$ cat config.mk
export PLATFORM = sky130hd
export DESIGN_NAME = fas_frame_ctrl_flat
export DESIGN_NICKNAME = d
export VERILOG_FILES = /design/src/rtl/fas_frame_if.sv /design/src/rtl/fas_frame_ctrl.sv /design/src/flat_wrapper.sv
export SDC_FILE = /design/constraint.sdc
export NUM_CORES = 1
export LEC_CHECK = 0
export ABC_AREA = 1
export BUFFER_PORTS_ARGS = -buffer_cell sky130_fd_sc_hd__buf_2
export CAP_MARGIN = 20
export CORE_MARGIN = 1
export CORE_UTILIZATION = 45
export CTS_CLUSTER_DIAMETER = 80
export CTS_CLUSTER_SIZE = 30
export DETAILED_ROUTE_END_ITERATION = 12
export PLACE_DENSITY = 0.7
export RECOVER_POWER = 50
export SKIP_LAST_GASP = 1
export SLEW_MARGIN = 20
export SYNTH_ARGS = -nofsm -noshare
export SYNTH_HDL_FRONTEND = slang
export SYNTH_SLANG_ARGS = --single-unit
$ cat constraint.sdc
create_clock -name clk -period 2.1 [get_ports clk]
set_input_delay 0.525 -clock clk [delete_from_list [all_inputs] [get_ports clk]]
set_output_delay 0.525 -clock clk [all_outputs]
set_load 0.005 [all_outputs]
$ cat src/rtl/fas_frame_if.sv
// Handshake bundle between the FAS sequencer and the FIR/frame-buffer/FFT/analysis datapath.
// master = sequencer side, slave = datapath side.
interface fas_frame_if #(
  parameter int AW = 4
);
  logic          data_valid;
  logic          fir_valid;
  logic [AW-1:0] frame_addr;
  logic          frame_bank;
  logic          fft_start;
  logic          fft_bank;
  logic          fft_done;
  logic          fft_valid;
  logic          ana_start;
  logic          ana_done;
  logic          done;
  logic          overrun;

  modport master (
    input  data_valid, fft_done, ana_done,
    output fir_valid, frame_addr, frame_bank, fft_start, fft_bank,
           fft_valid, ana_start, done, overrun
  );

  modport slave (
    output data_valid, fft_done, ana_done,
    input  fir_valid, frame_addr, frame_bank, fft_start, fft_bank,
           fft_valid, ana_start, done, overrun
  );
endinterface

$ cat src/rtl/fas_frame_ctrl.sv
// FAS FIR -> FFT -> analysis sequencer: FIR fill tracking, 2-bank frame packing,
// single-frame pending queue with sticky overrun, and the FFT/analysis launch FSM.
module fas_frame_ctrl #(
  parameter int TAPS    = 32,
  parameter int FIR_LAT = 2,
  parameter int FRAME   = 16
) (
  input  logic          clk,
  input  logic          rst,
  fas_frame_if.master   bus
);
  localparam int AW = $clog2(FRAME);

  typedef enum logic [1:0] {
    IDLE    = 2'd0,
    FFT_RUN = 2'd1,
    ANA_RUN = 2'd2
  } state_t;

  state_t               state_q, state_d;
  logic [5:0]           fill_q, fill_d;
  logic [FIR_LAT-1:0]   vpipe_q, vpipe_d;
  logic [AW-1:0]        wr_addr_q, wr_addr_d;
  logic                 wr_bank_q, wr_bank_d;
  logic                 rd_bank_q, rd_bank_d;
  logic                 pend_q, pend_d;
  logic                 overrun_q, overrun_d;
  logic                 fft_start_q, fft_start_d;
  logic                 fft_bank_q, fft_bank_d;
  logic                 fft_valid_q, fft_valid_d;
  logic                 ana_start_q, ana_start_d;
  logic                 done_q, done_d;

  logic fill_full;
  logic fir_valid;
  logic complete;
  logic launch;

  always_comb begin
    fill_full = (fill_q == 6'(TAPS - 1));
    fill_d    = fill_q;
    if (bus.data_valid && !fill_full) fill_d = fill_q + 6'd1;

    // FIR result for a sample appears FIR_LAT cycles after its data_valid
    vpipe_d    = vpipe_q << 1;
    vpipe_d[0] = bus.data_valid & fill_full;
    fir_valid  = vpipe_q[FIR_LAT-1];

    complete  = fir_valid && (wr_addr_q == AW'(FRAME - 1));
    launch    = (state_q == IDLE) && pend_q;
    wr_addr_d = fir_valid ? wr_addr_q + AW'(1) : wr_addr_q;
    pend_d    = (pend_q & ~launch) | complete;

    wr_bank_d = wr_bank_q;
    rd_bank_d = rd_bank_q;
    overrun_d = overrun_q;
    if (complete) begin
      if (!(pend_q && !launch)) begin
        rd_bank_d = wr_bank_q;
        wr_bank_d = ~wr_bank_q;
      end else begin
        // slot occupied: drop this frame and reuse its bank for the next one
        overrun_d = 1'b1;
      end
    end
  end

  always_comb begin
    state_d     = state_q;
    fft_start_d = 1'b0;
    fft_bank_d  = fft_bank_q;
    fft_valid_d = 1'b0;
    ana_start_d = 1'b0;
    done_d      = 1'b0;
    case (state_q)
      IDLE: begin
        if (pend_q) begin
          fft_start_d = 1'b1;
          fft_bank_d  = rd_bank_q;
          state_d     = FFT_RUN;
        end
      end
      FFT_RUN: begin
        if (bus.fft_done) begin
          fft_valid_d = 1'b1;
          ana_start_d = 1'b1;
          state_d     = ANA_RUN;
        end
      end
      ANA_RUN: begin
        if (bus.ana_done) begin
          done_d  = 1'b1;
          state_d = IDLE;
        end
      end
      default: state_d = IDLE;
    endcase
  end

  always_ff @(posedge clk or posedge rst) begin
    if (rst) begin
      state_q     <= IDLE;
      fill_q      <= '0;
      vpipe_q     <= '0;
      wr_addr_q   <= '0;
      wr_bank_q   <= 1'b0;
      rd_bank_q   <= 1'b0;
      pend_q      <= 1'b0;
      overrun_q   <= 1'b0;
      fft_start_q <= 1'b0;
      fft_bank_q  <= 1'b0;
      fft_valid_q <= 1'b0;
      ana_start_q <= 1'b0;
      done_q      <= 1'b0;
    end else begin
      state_q     <= state_d;
      fill_q      <= fill_d;
      vpipe_q     <= vpipe_d;
      wr_addr_q   <= wr_addr_d;
      wr_bank_q   <= wr_bank_d;
      rd_bank_q   <= rd_bank_d;
      pend_q      <= pend_d;
      overrun_q   <= overrun_d;
      fft_start_q <= fft_start_d;
      fft_bank_q  <= fft_bank_d;
      fft_valid_q <= fft_valid_d;
      ana_start_q <= ana_start_d;
      done_q      <= done_d;
    end
  end

  assign bus.fir_valid  = fir_valid;
  assign bus.frame_addr = wr_addr_q;
  assign bus.frame_bank = wr_bank_q;
  assign bus.fft_start  = fft_start_q;
  assign bus.fft_bank   = fft_bank_q;
  assign bus.fft_valid  = fft_valid_q;
  assign bus.ana_start  = ana_start_q;
  assign bus.done       = done_q;
  assign bus.overrun    = overrun_q;
endmodule

$ cat src/flat_wrapper.sv
// flat-port wrapper written by rule: the top's interface ports become plain ports
module fas_frame_ctrl_flat 
#(
  parameter int TAPS    = 32,
  parameter int FIR_LAT = 2,
  parameter int FRAME   = 16
)
  (clk, rst, bus_data_valid, bus_fft_done, bus_ana_done, bus_fir_valid, bus_frame_addr, bus_frame_bank, bus_fft_start, bus_fft_bank, bus_fft_valid, bus_ana_start, bus_done, bus_overrun);
  fas_frame_if bus_i ();
  input  logic clk;
  input  logic rst;
  input wire logic [$bits(bus_i.data_valid)-1:0] bus_data_valid;
  input wire logic [$bits(bus_i.fft_done)-1:0] bus_fft_done;
  input wire logic [$bits(bus_i.ana_done)-1:0] bus_ana_done;
  output wire logic [$bits(bus_i.fir_valid)-1:0] bus_fir_valid;
  output wire logic [$bits(bus_i.frame_addr)-1:0] bus_frame_addr;
  output wire logic [$bits(bus_i.frame_bank)-1:0] bus_frame_bank;
  output wire logic [$bits(bus_i.fft_start)-1:0] bus_fft_start;
  output wire logic [$bits(bus_i.fft_bank)-1:0] bus_fft_bank;
  output wire logic [$bits(bus_i.fft_valid)-1:0] bus_fft_valid;
  output wire logic [$bits(bus_i.ana_start)-1:0] bus_ana_start;
  output wire logic [$bits(bus_i.done)-1:0] bus_done;
  output wire logic [$bits(bus_i.overrun)-1:0] bus_overrun;
  assign bus_i.data_valid = bus_data_valid;
  assign bus_i.fft_done = bus_fft_done;
  assign bus_i.ana_done = bus_ana_done;
  assign bus_fir_valid = bus_i.fir_valid;
  assign bus_frame_addr = bus_i.frame_addr;
  assign bus_frame_bank = bus_i.frame_bank;
  assign bus_fft_start = bus_i.fft_start;
  assign bus_fft_bank = bus_i.fft_bank;
  assign bus_fft_valid = bus_i.fft_valid;
  assign bus_ana_start = bus_i.ana_start;
  assign bus_done = bus_i.done;
  assign bus_overrun = bus_i.overrun;
  fas_frame_ctrl #(.TAPS(TAPS), .FIR_LAT(FIR_LAT), .FRAME(FRAME)) u_core (.clk(clk), .rst(rst), .bus(bus_i));
endmodule
==> qor.yml <==
cts:
  ctsHoldBuffers: 0
  cts_buffers: 3
  cts.htree.levels: 1
  cts-root-buf: "clkbuf_4"
  clk_pin_slew_worst_paths_ns: 0.12
  postCtsSetupRepairBufs: 0
  cts_resized: 0
  clock_latency_ns: 0.31
  cts.sinks: 22
  cts_tree: "built"
  clk_path_buf_depth: 2
power:
  p_switching_uw: 315
  seqPwrFrac: 0.509
  ir_worst_vdd_v: 0.000699
  clockPowerShare: 0.291
  swShare: 0.288
  intPower_uw: 780
  comb_power_share: 0.200
  leakage_uw: 0.000603
  power_density_nw_per_um2: 995
route:
  wl_per_cell_um: 10.4
  vias: 652
  first_pass_iters: 4
  drt-total-wl_um: 1460
  initialDrtViolationCount: 8
  ant_nets: 0
  vias_per_cell: 4.66
  drcViolationCount: 0
worst_setup_path:
  slowest_delay_ns: 0.47
  crit_chain: "buf_2"
  worstSetupPathType: "reg2out"
  path_delay_family: "flip-flops"
  worstPathArrival_ns: 0.94
  slowest_stage: "dfrtp_1"
  cp-start-kind: "register"
  crit_buf_inv: 1
  cp.required_ns: 1.57
  crit_path_end_kind: "output port"
  cp_max_fo: 6
synthesis:
  synthMuxAreaShare: 0.0120
  ys_seq_area_frac: 0.587
  synth_area_leader_cell: "dfrtp_1"
  yosysTopAreaCellShare: 0.587
  synthTopCellsByArea: "dfrtp_1 (59%), nand2_1 (8.8%), inv_1 (5.6%)"
  synthAdderAreaFrac: 0.0267
  ys_seq_elements: 22
  synth-compound-area-share: 0.0560
  synth_xor_area_frac: 0.0560
  synth_cell_types: 22
  yosysWarnings: 0
  synth_area_per_cell_sq_um: 10.1
  synthSimpleGateAreaFrac: 0.199
  syn_nets: 100
  synthCells: 93
  synth_top_family_by_area: "simple AND/OR/NAND/NOR gates"
  netlist_area_sq_um: 938
final_layout:
  drive_above_1_share: 0.265
  nFillCells: 189
  diodes: 0
  nNetsFinal: 121
  syn2layout_area_growth_pct: 17.3
  multi_input_area_sq_um: 328
  regArea_sq_um: 551
timing:
  layout_min_cycle_time_ns: 1.46
  fin_crit_sh: 0.696
  worst_slew_pin_slew_ns: 1.12
  max_slew_margin: 0.252
  setup-violations-final: 0
  max_clock_freq_mhz: 684
  tns_ns: 0
  hold_violations: 0
  slew_viol_final: 0
  rsz0062_at_grt: "false"
  fin_skew_ns: 0.00693
  whs_ns: 0.371
grt:
  grtUsageTotal: 0.149
  antenna_found_initial: 0
  grt_overflow: 0
  grt_max_degree: 23
  grt_pass1_vias: 552
  grt_pass1_wl_um: 2210
floorplan:
  coreArea_sq_um: 1960
  die_y_um: 47.7
  placementRows: 16
  die_w_um: 47.7
  io-pin-count: 17
  start_util: 0.478
  die_area_sq_um: 2270
place:
  hpwl_um: 1050
  io_buffers: 16
  place_congestion: 0.687
job:
  max_cap_violations: 0
run_status:
  outcome: "finished, final reports clean"
min_path:
  worstHoldPathType: "reg2reg"
[sequential cells by signal, summed over array words and instances (netlist names)]
name / count
u_core.bus.fft_valid: 1
u_core.bus.frame_addr: 4
u_core.bus.frame_bank: 1
u_core.bus.fft_start: 1
u_core.vpipe_q: 2
u_core.bus.done: 1
u_core.bus.fft_bank: 1
u_core.state_q: 2
u_core.pend_q: 1
u_core.fill_q: 6
u_core.rd_bank_q: 1
u_core.bus.overrun: 1
[through the flow]
step	cell area, sq um	utilization	worst slack (ns)	instances	power, uW
5_1_grt	1100	0.561	0.576	140	1170
2_1_floorplan	938	-	0.980	93	719
3_5_place_dp	1050	0.536	0.879	136	788
4_1_cts	1100	0.563	0.627	140	1110
3_3_place_gp	1050	0.536	0.943	136	777
6_report	1100	0.561	0.639	140	1100
[power by group through the flow]
stage	Combinational [uW]	Clock (uW)	Sequential [uW]
2_1_floorplan	161	0	558
3_3_place_gp	214	0	563
3_5_place_dp	224	0	564
4_1_cts	222	327	558
5_1_grt	251	349	568
6_report	219	318	557
[final cells by class]
cell class / count / area share
Clock buffer: 3 / 0.0205
Multi-Input combinational cell: 56 / 0.298
Sequential cell: 22 / 0.500
Tap cell: 27 / 0.0307
Timing Repair Buffer: 17 / 0.0761
Inverter: 14 / 0.0477
Clock inverter: 1 / 0.0273
[cell usage after synthesis (all sizes together)]
cell and n:
a21oi 3, buf 1, dfrtp 22, ha 2
inv 14, mux2 1, nand2 25, nand3 5
nand4 2, nor2 6, nor3b 1, o21ai 3
o21bai 1, o31ai 1, xor2 6
[final timing paths]
path	start	to	slack (ns)	cells after the start
max in group asynchronous	rst	u_core.fill_q[4]	0.89	3
min	u_core.vpipe_q[0]	u_core.vpipe_q[1]	0.37	0
max	u_core.vpipe_q[1]	bus_fir_valid	0.64	1
min in group asynchronous	rst	u_core.bus.frame_addr[1]	0.54	3
max reg2reg	u_core.fill_q[0]	u_core.fill_q[0]	0.86	6
min reg2reg	u_core.vpipe_q[0]	u_core.vpipe_q[1]	0.37	0
[cells in the final DEF, fill, tap and decap left out, types with 2 or more instances in the layout]
master     n
nand2_1   22
dfrtp_1   22
buf_2     16
inv_1     14
xor2_1     6
nand3_1    4
nor2_1     3
nand2_2    3
clkbuf_4   3
nor2_2     2
a21oi_1    2
nand4_1    2
ha_1       2
[layer usage]
metal / up-vias / track usage / part of all wire
met5: - / 0 / 0
met4: 0 / 0.100 / 0.029
met3: 4 / 0.0566 / 0.053
met2: 16 / 0.258 / 0.48
met1: 305 / 0.149 / 0.43
li1: 327 / - / -
[cells by family (layout without fill, tap and decap cells)]
logic type	count (synthesis)	after routing
AND/OR/NAND/NOR	39	39
flip-flops	22	22
adder cells (fa/ha/maj)	2	2
AO/OA/AOI/OAI	8	8
buffers and inverters	15	35
multiplexers	1	1
XOR/XNOR	6	6
No activity file was read; power rests on OpenSTA's default activity.
